==> src/rtl/axis_video_stream_out.sv <==
// AXI4-Stream video to raster output stage: generic timing counters, registered
// pixel/sync outputs, and automatic resynchronisation after underflow or framing errors.
module axis_video_stream_out #(
  parameter int H_ACTIVE  = 640,
  parameter int H_FP      = 16,
  parameter int H_SYNC    = 96,
  parameter int H_BP      = 48,
  parameter int V_ACTIVE  = 480,
  parameter int V_FP      = 10,
  parameter int V_SYNC    = 2,
  parameter int V_BP      = 33,
  parameter bit HSYNC_POL = 1'b0,
  parameter bit VSYNC_POL = 1'b0,
  parameter int BPC       = 8,
  parameter int TDATA_W   = 32
) (
  input  logic               clk,
  input  logic               rst,
  input  logic [TDATA_W-1:0] tdata,
  input  logic               tvalid,
  output logic               tready,
  input  logic               tuser,
  input  logic               tlast,
  output logic [BPC-1:0]     red,
  output logic [BPC-1:0]     green,
  output logic [BPC-1:0]     blue,
  output logic               blank,
  output logic               hsync,
  output logic               vsync,
  output logic               frame_start,
  input  logic               err_clr,
  output logic               underflow,
  output logic               sync_err
);

  localparam int H_TOTAL = H_ACTIVE + H_FP + H_SYNC + H_BP;
  localparam int V_TOTAL = V_ACTIVE + V_FP + V_SYNC + V_BP;
  localparam int HW      = $clog2(H_TOTAL);
  localparam int VW      = $clog2(V_TOTAL);
  localparam int HS_BEG  = H_ACTIVE + H_FP;
  localparam int HS_END  = HS_BEG + H_SYNC;
  localparam int VS_BEG  = V_ACTIVE + V_FP;
  localparam int VS_END  = VS_BEG + V_SYNC;

  typedef enum logic {RESYNC, STREAM} state_t;

  state_t        state;
  logic [HW-1:0] h;
  logic [VW-1:0] v;
  logic          active, origin, line_end, hs_on, vs_on;
  logic          show, to_resync, set_uf, set_se;

  assign active   = (int'(h) < H_ACTIVE) && (int'(v) < V_ACTIVE);
  assign origin   = (h == '0) && (v == '0);
  assign line_end = (int'(h) == H_ACTIVE - 1);
  assign hs_on    = (int'(h) >= HS_BEG) && (int'(h) < HS_END);
  assign vs_on    = (int'(v) >= VS_BEG) && (int'(v) < VS_END);

  // A misplaced tuser beat is refused here so it can be replayed as pixel (0,0) later.
  always_comb begin
    tready    = 1'b0;
    show      = 1'b0;
    to_resync = 1'b0;
    set_uf    = 1'b0;
    set_se    = 1'b0;
    if (!rst) begin
      if (state == RESYNC) begin
        tready = ~tuser | origin;
        show   = tvalid & tuser & origin;
      end else begin
        tready = active & ~(tuser & ~origin);
        if (active) begin
          if (!tvalid) begin
            set_uf    = 1'b1;
            to_resync = 1'b1;
          end else if (tuser && !origin) begin
            set_se    = 1'b1;
            to_resync = 1'b1;
          end else begin
            show = 1'b1;
            if (tlast != line_end) begin
              set_se    = 1'b1;
              to_resync = 1'b1;
            end
          end
        end
      end
    end
  end

  always_ff @(posedge clk) begin
    if (rst) begin
      h           <= '0;
      v           <= '0;
      state       <= RESYNC;
      red         <= '0;
      green       <= '0;
      blue        <= '0;
      blank       <= 1'b1;
      hsync       <= ~HSYNC_POL;
      vsync       <= ~VSYNC_POL;
      frame_start <= 1'b0;
      underflow   <= 1'b0;
      sync_err    <= 1'b0;
    end else begin
      if (int'(h) == H_TOTAL - 1) begin
        h <= '0;
        v <= (int'(v) == V_TOTAL - 1) ? '0 : v + 1'b1;
      end else begin
        h <= h + 1'b1;
      end
      if (state == RESYNC && show) state <= STREAM;
      else if (to_resync)          state <= RESYNC;
      red         <= show ? tdata[BPC-1:0]       : '0;
      green       <= show ? tdata[2*BPC-1:BPC]   : '0;
      blue        <= show ? tdata[3*BPC-1:2*BPC] : '0;
      blank       <= ~show;
      hsync       <= hs_on ? HSYNC_POL : ~HSYNC_POL;
      vsync       <= vs_on ? VSYNC_POL : ~VSYNC_POL;
      frame_start <= show & tuser & origin;
      // Setting a flag takes precedence over a simultaneous clear.
      underflow   <= set_uf | (underflow & ~err_clr);
      sync_err    <= set_se | (sync_err & ~err_clr);
    end
  end

  generate
    if (TDATA_W > 3 * BPC) begin : g_pad
      logic unused_pad;
      assign unused_pad = ^tdata[TDATA_W-1:3*BPC];
    end
  endgenerate

endmodule

==> config.mk <==
export PLATFORM = sky130hd
export DESIGN_NAME = axis_video_stream_out
export DESIGN_NICKNAME = d
export VERILOG_FILES = /design/src/rtl/axis_video_stream_out.sv
export SDC_FILE = /design/constraint.sdc
export NUM_CORES = 1
export LEC_CHECK = 0
export BUFFER_PORTS_ARGS = -buffer_cell sky130_fd_sc_hd__buf_4
export CORE_MARGIN = 5
export CORE_UTILIZATION = 40
export DETAILED_ROUTE_END_ITERATION = 10
export GPL_TIMING_DRIVEN = 0
export PLACE_DENSITY = 0.68
export SLEW_MARGIN = 5
export SYNTH_ARGS = -nofsm -noshare
export SYNTH_HDL_FRONTEND = slang
export SYNTH_SLANG_ARGS = --single-unit
==> constraint.sdc <==
create_clock -name clk -period 2.2 [get_ports clk]
set_input_delay 0.44 -clock clk [delete_from_list [all_inputs] [get_ports clk]]
set_output_delay 0.44 -clock clk [all_outputs]
set_load 0.1 [all_outputs]
==> results.cfg <==
[outcome]
status = complete, but fails checks
violations = setup timing

[floorplan]
die_w_microns = 80.5
floorplan.initialDensity_pct = 41.5
placementRows = 25
chipHeight_microns = 80.5
fp.dieArea_sq_mm = 0.00647
core_region_area_sq_mm = 0.00479
io_pins = 69

[synthesis]
synthTopCellsByCount = 51 x sky130_fd_sc_hd__dfxtp_1, 25 x sky130_fd_sc_hd__and2_1, 25 x sky130_fd_sc_hd__nor2_1
synth.net_count = 248
synthArstFlopShare_pct = 0
post_synth_inst_count = 206
synthDominantCellAreaShare_pct = 51.4
yosys.cell_count.top_type = sky130_fd_sc_hd__dfxtp_1
synth.distinct_cells = 35
synth_warn = 0
flops_latches_synth = 51
synth.largest_area_cell = sky130_fd_sc_hd__dfxtp_1
synth_enable_flop_cells = 0
dominantRegCellSynth = sky130_fd_sc_hd__dfxtp_1
syn_area_sq_mm = 0.00199
synth.area.top_cells = sky130_fd_sc_hd__dfxtp_1 51%, sky130_fd_sc_hd__and2_1 7.9%, sky130_fd_sc_hd__nor2_1 4.7%
syn_area_per_cell_sq_um = 9.64
sequential_to_total_area_share_from_yosys_stat_pct = 51.4

[sta]
worst_rel_slew_slack_pct = 62.9
timing.final.crit_share_pct = 126
tightest_slew_ps = 557
timing_hold_violations_final = 0
report.final.setup_viol = 28
timing.clock.skew_ps = 4.60
finalWorstPathRequiredPeriod_ps = 2760
rsz0062_at_grt = yes
fmax_ghz = 0.362
post-route-worst-setup-slack_ps = -563
tns_ps = -4620
finalMaxSlewViolations = 0
final.hold.worst_slack_ps = 345

[final_layout]
drive_gt1_share_pct = 34.4
layout.core_utilization_pct = 58.5
antenna_cells = 0
design.final.nets = 323
flow.area_growth_from_synthesis_pct = 41.0

[power_and_ir_drop]
cellInternalPower_mw = 1.50
comb_power_share_pct = 14.3
sequential_power_share_pct = 48.1
switchingPower_uw = 476
peakVddDrop_uv = 289
swShare_pct = 24.1
power_leakage_nw = 1.18
power.clock.fraction_pct = 37.6
p_per_area_mw_per_mm2 = 706
power_mw = 1.98

[setup_path]
critical-path-slowest-cell = sky130_fd_sc_hd__or4_4
slowest_delay_ps = 550
worst-path-stages = 6
r2r-end = green[5]
reg_to_reg_setup_timing_slack_ps = -180
critPathMaxFanout = 2
worst_path_dominant_cell_family = simple AND/OR/NAND/NOR gates
cp.buffers_inverters = 1
worst_setup_path_end_kind = output pin
critical_path.cell_chain = or4_1 > or4_4 > o31ai_4 > o21ai_2 > nor2_4 > buf_12
crit_reg_reg_startpoint = v[2]
setup.worst_path.class = reg -> out
worstPathArrival_ps = 2320
cp.required_ps = 1760
startpoint_type = flip-flop
worst-r2r-cell-count = 8

[placement]
place.port_buffers = 60
placement.setup.worst_slack_ps = -467
finalWeightedCongestion = 0.845
post-dp-hpwl_microns = 3120

[global_routing]
first_global_vias = 1458
grt_first_pass_wirelength_microns = 6710
largest_net_degree_at_the_start_of_global_routing = 16
antenna_violations_before_repair = 0
grt_usage_pct = 13.2
grt_remaining_overflow = 0

[worst_hold_path]
hold_path_end = blue[7]
timing.hold.worst.class = in -> reg
hold-path-cell-count = 2
timing.hold.worst.start = tdata[23]

[clock_network]
cts-buffers-inserted = 5
number_of_sinks_driven_by_the_clock_tree = 51
clock_tree_from_tritoncts = yes
htreeDepth = 2
clock_path_buffers = 2
cts_hold_repair.buffers = 0
clk-insertion-delay-late_ps = 290
clk_root_buffer_cell = sky130_fd_sc_hd__clkbuf_8
clkSlewWorstSetupHoldPaths_ps = 90

[drt]
detail_route.wl_per_cell_microns = 12.6
vias_per_cell = 4.76
first_pass_iters = 4
route.detailed.drc = 0
num_vias = 1662
antenna_violating_nets_post_route = 0
first_iter_violations = 57
postRouteWirelength_microns = 4380

[job]
max_cap_violations = 0
==> sequential cells by signal, indices dropped and copies added, names as in the netlist, 8 cells and up <==
signal	flops
blue	8
green	8
v	10
h	10
red	8
==> cells in the final DEF (no fill, tap or decap), types with 2 or more instances in the layout <==
cell type / netlist / routed
sky130_fd_sc_hd__buf_4: 0 / 62
sky130_fd_sc_hd__dfxtp_1: 51 / 47
sky130_fd_sc_hd__nor2_1: 25 / 24
sky130_fd_sc_hd__and2_1: 25 / 22
sky130_fd_sc_hd__nand3_1: 11 / 11
sky130_fd_sc_hd__nand2_1: 10 / 10
sky130_fd_sc_hd__xnor2_1: 9 / 9
sky130_fd_sc_hd__inv_1: 9 / 8
sky130_fd_sc_hd__buf_6: 3 / 8
sky130_fd_sc_hd__xor2_1: 7 / 7
sky130_fd_sc_hd__clkbuf_1: 5 / 6
sky130_fd_sc_hd__nand4_1: 6 / 6
sky130_fd_sc_hd__clkbuf_8: 0 / 5
sky130_fd_sc_hd__nor3_1: 4 / 4
sky130_fd_sc_hd__ha_1: 4 / 4
sky130_fd_sc_hd__nand2b_1: 3 / 3
sky130_fd_sc_hd__and2_4: 0 / 3
sky130_fd_sc_hd__and4_1: 2 / 2
sky130_fd_sc_hd__or4_4: 1 / 2
sky130_fd_sc_hd__or4_1: 3 / 2
sky130_fd_sc_hd__nor4_2: 0 / 2
sky130_fd_sc_hd__a31oi_1: 2 / 2
sky130_fd_sc_hd__o22ai_1: 2 / 2
sky130_fd_sc_hd__a21oi_1: 2 / 2
sky130_fd_sc_hd__nor2b_1: 2 / 2
sky130_fd_sc_hd__nor4bb_1: 2 / 2
sky130_fd_sc_hd__nor4_1: 4 / 2
sky130_fd_sc_hd__and3_1: 2 / 2
sky130_fd_sc_hd__bufinv_16: 0 / 2
sky130_fd_sc_hd__dfxtp_2: 0 / 2
sky130_fd_sc_hd__dfxtp_4: 0 / 2
==> cell type report <==
| type | count | area (sq um) |
|---|---|---|
| fill | 437 | 1990 |
| sequential | 51 | 1030 |
| multi-input combinational | 138 | 923 |
| timing repair buffer | 69 | 553 |
| tap | 67 | 83.8 |
| clock buffer | 6 | 72.6 |
| clock inverter | 2 | 60.1 |
| buffer | 7 | 41.3 |
| inverter | 9 | 33.8 |
==> power by group through the flow <==
stage                     registers (mW)  clock network, mW  logic (mW)
after floorplan                     1.08                  0      0.0678
after global placement             0.975                  0       0.255
after detailed placement           0.975                  0       0.256
after CTS                          0.951              0.765       0.276
after global routing               0.954              0.812       0.295
final                              0.951              0.742       0.282
==> worst register-to-register path, delay by kind of cell, from the launching register on <==
family	cells	cell delay [ps]
simple gates	4	1350
buf+inv	3	430
flops	1	350
compound gates	1	210
==> worst max path at each step <==
stage,start,to,slack [ps]
3_5_place_dp,v[4],tready,-470
6_report,v[2],tready,-560
2_1_floorplan,v[4],tready,-470
4_1_cts,v[9],tready,-640
5_1_grt,v[2],tready,-650
3_3_place_gp,v[4],tready,-450
==> cells by family after synthesis <==
kind of cell	after synthesis	synth area share, %
simple gates	105	29.6
flops	51	51.4
buf+inv	17	4.35
xor+xnor	16	7.06
compound gates	13	5.04
fa+ha+maj	4	2.52
==> stage by stage <==
step                cell area (sq um)  instances
finish                           2800        349
CTS                              2760        348
global route                     2800        349
global placement                 2530        333
floorplan                        2000        206
detailed placement               2530        333
==> layer usage <==
metal	wire (microns)	GRT usage, %
met1	1950	16.8
met2	1920	21.1
met3	453	4.48
met4	56	3.55
met5	0	0
==> what timing repair did <==
item                                    in CTS  in global routing
gates cloned                                 2                  0
setup buffers                                6                  2
pin swaps                                    8                  2
endpoints found under the setup margin      34                 38
gates resized for setup                     14                  9
Power figures use the tool's default switching activity.
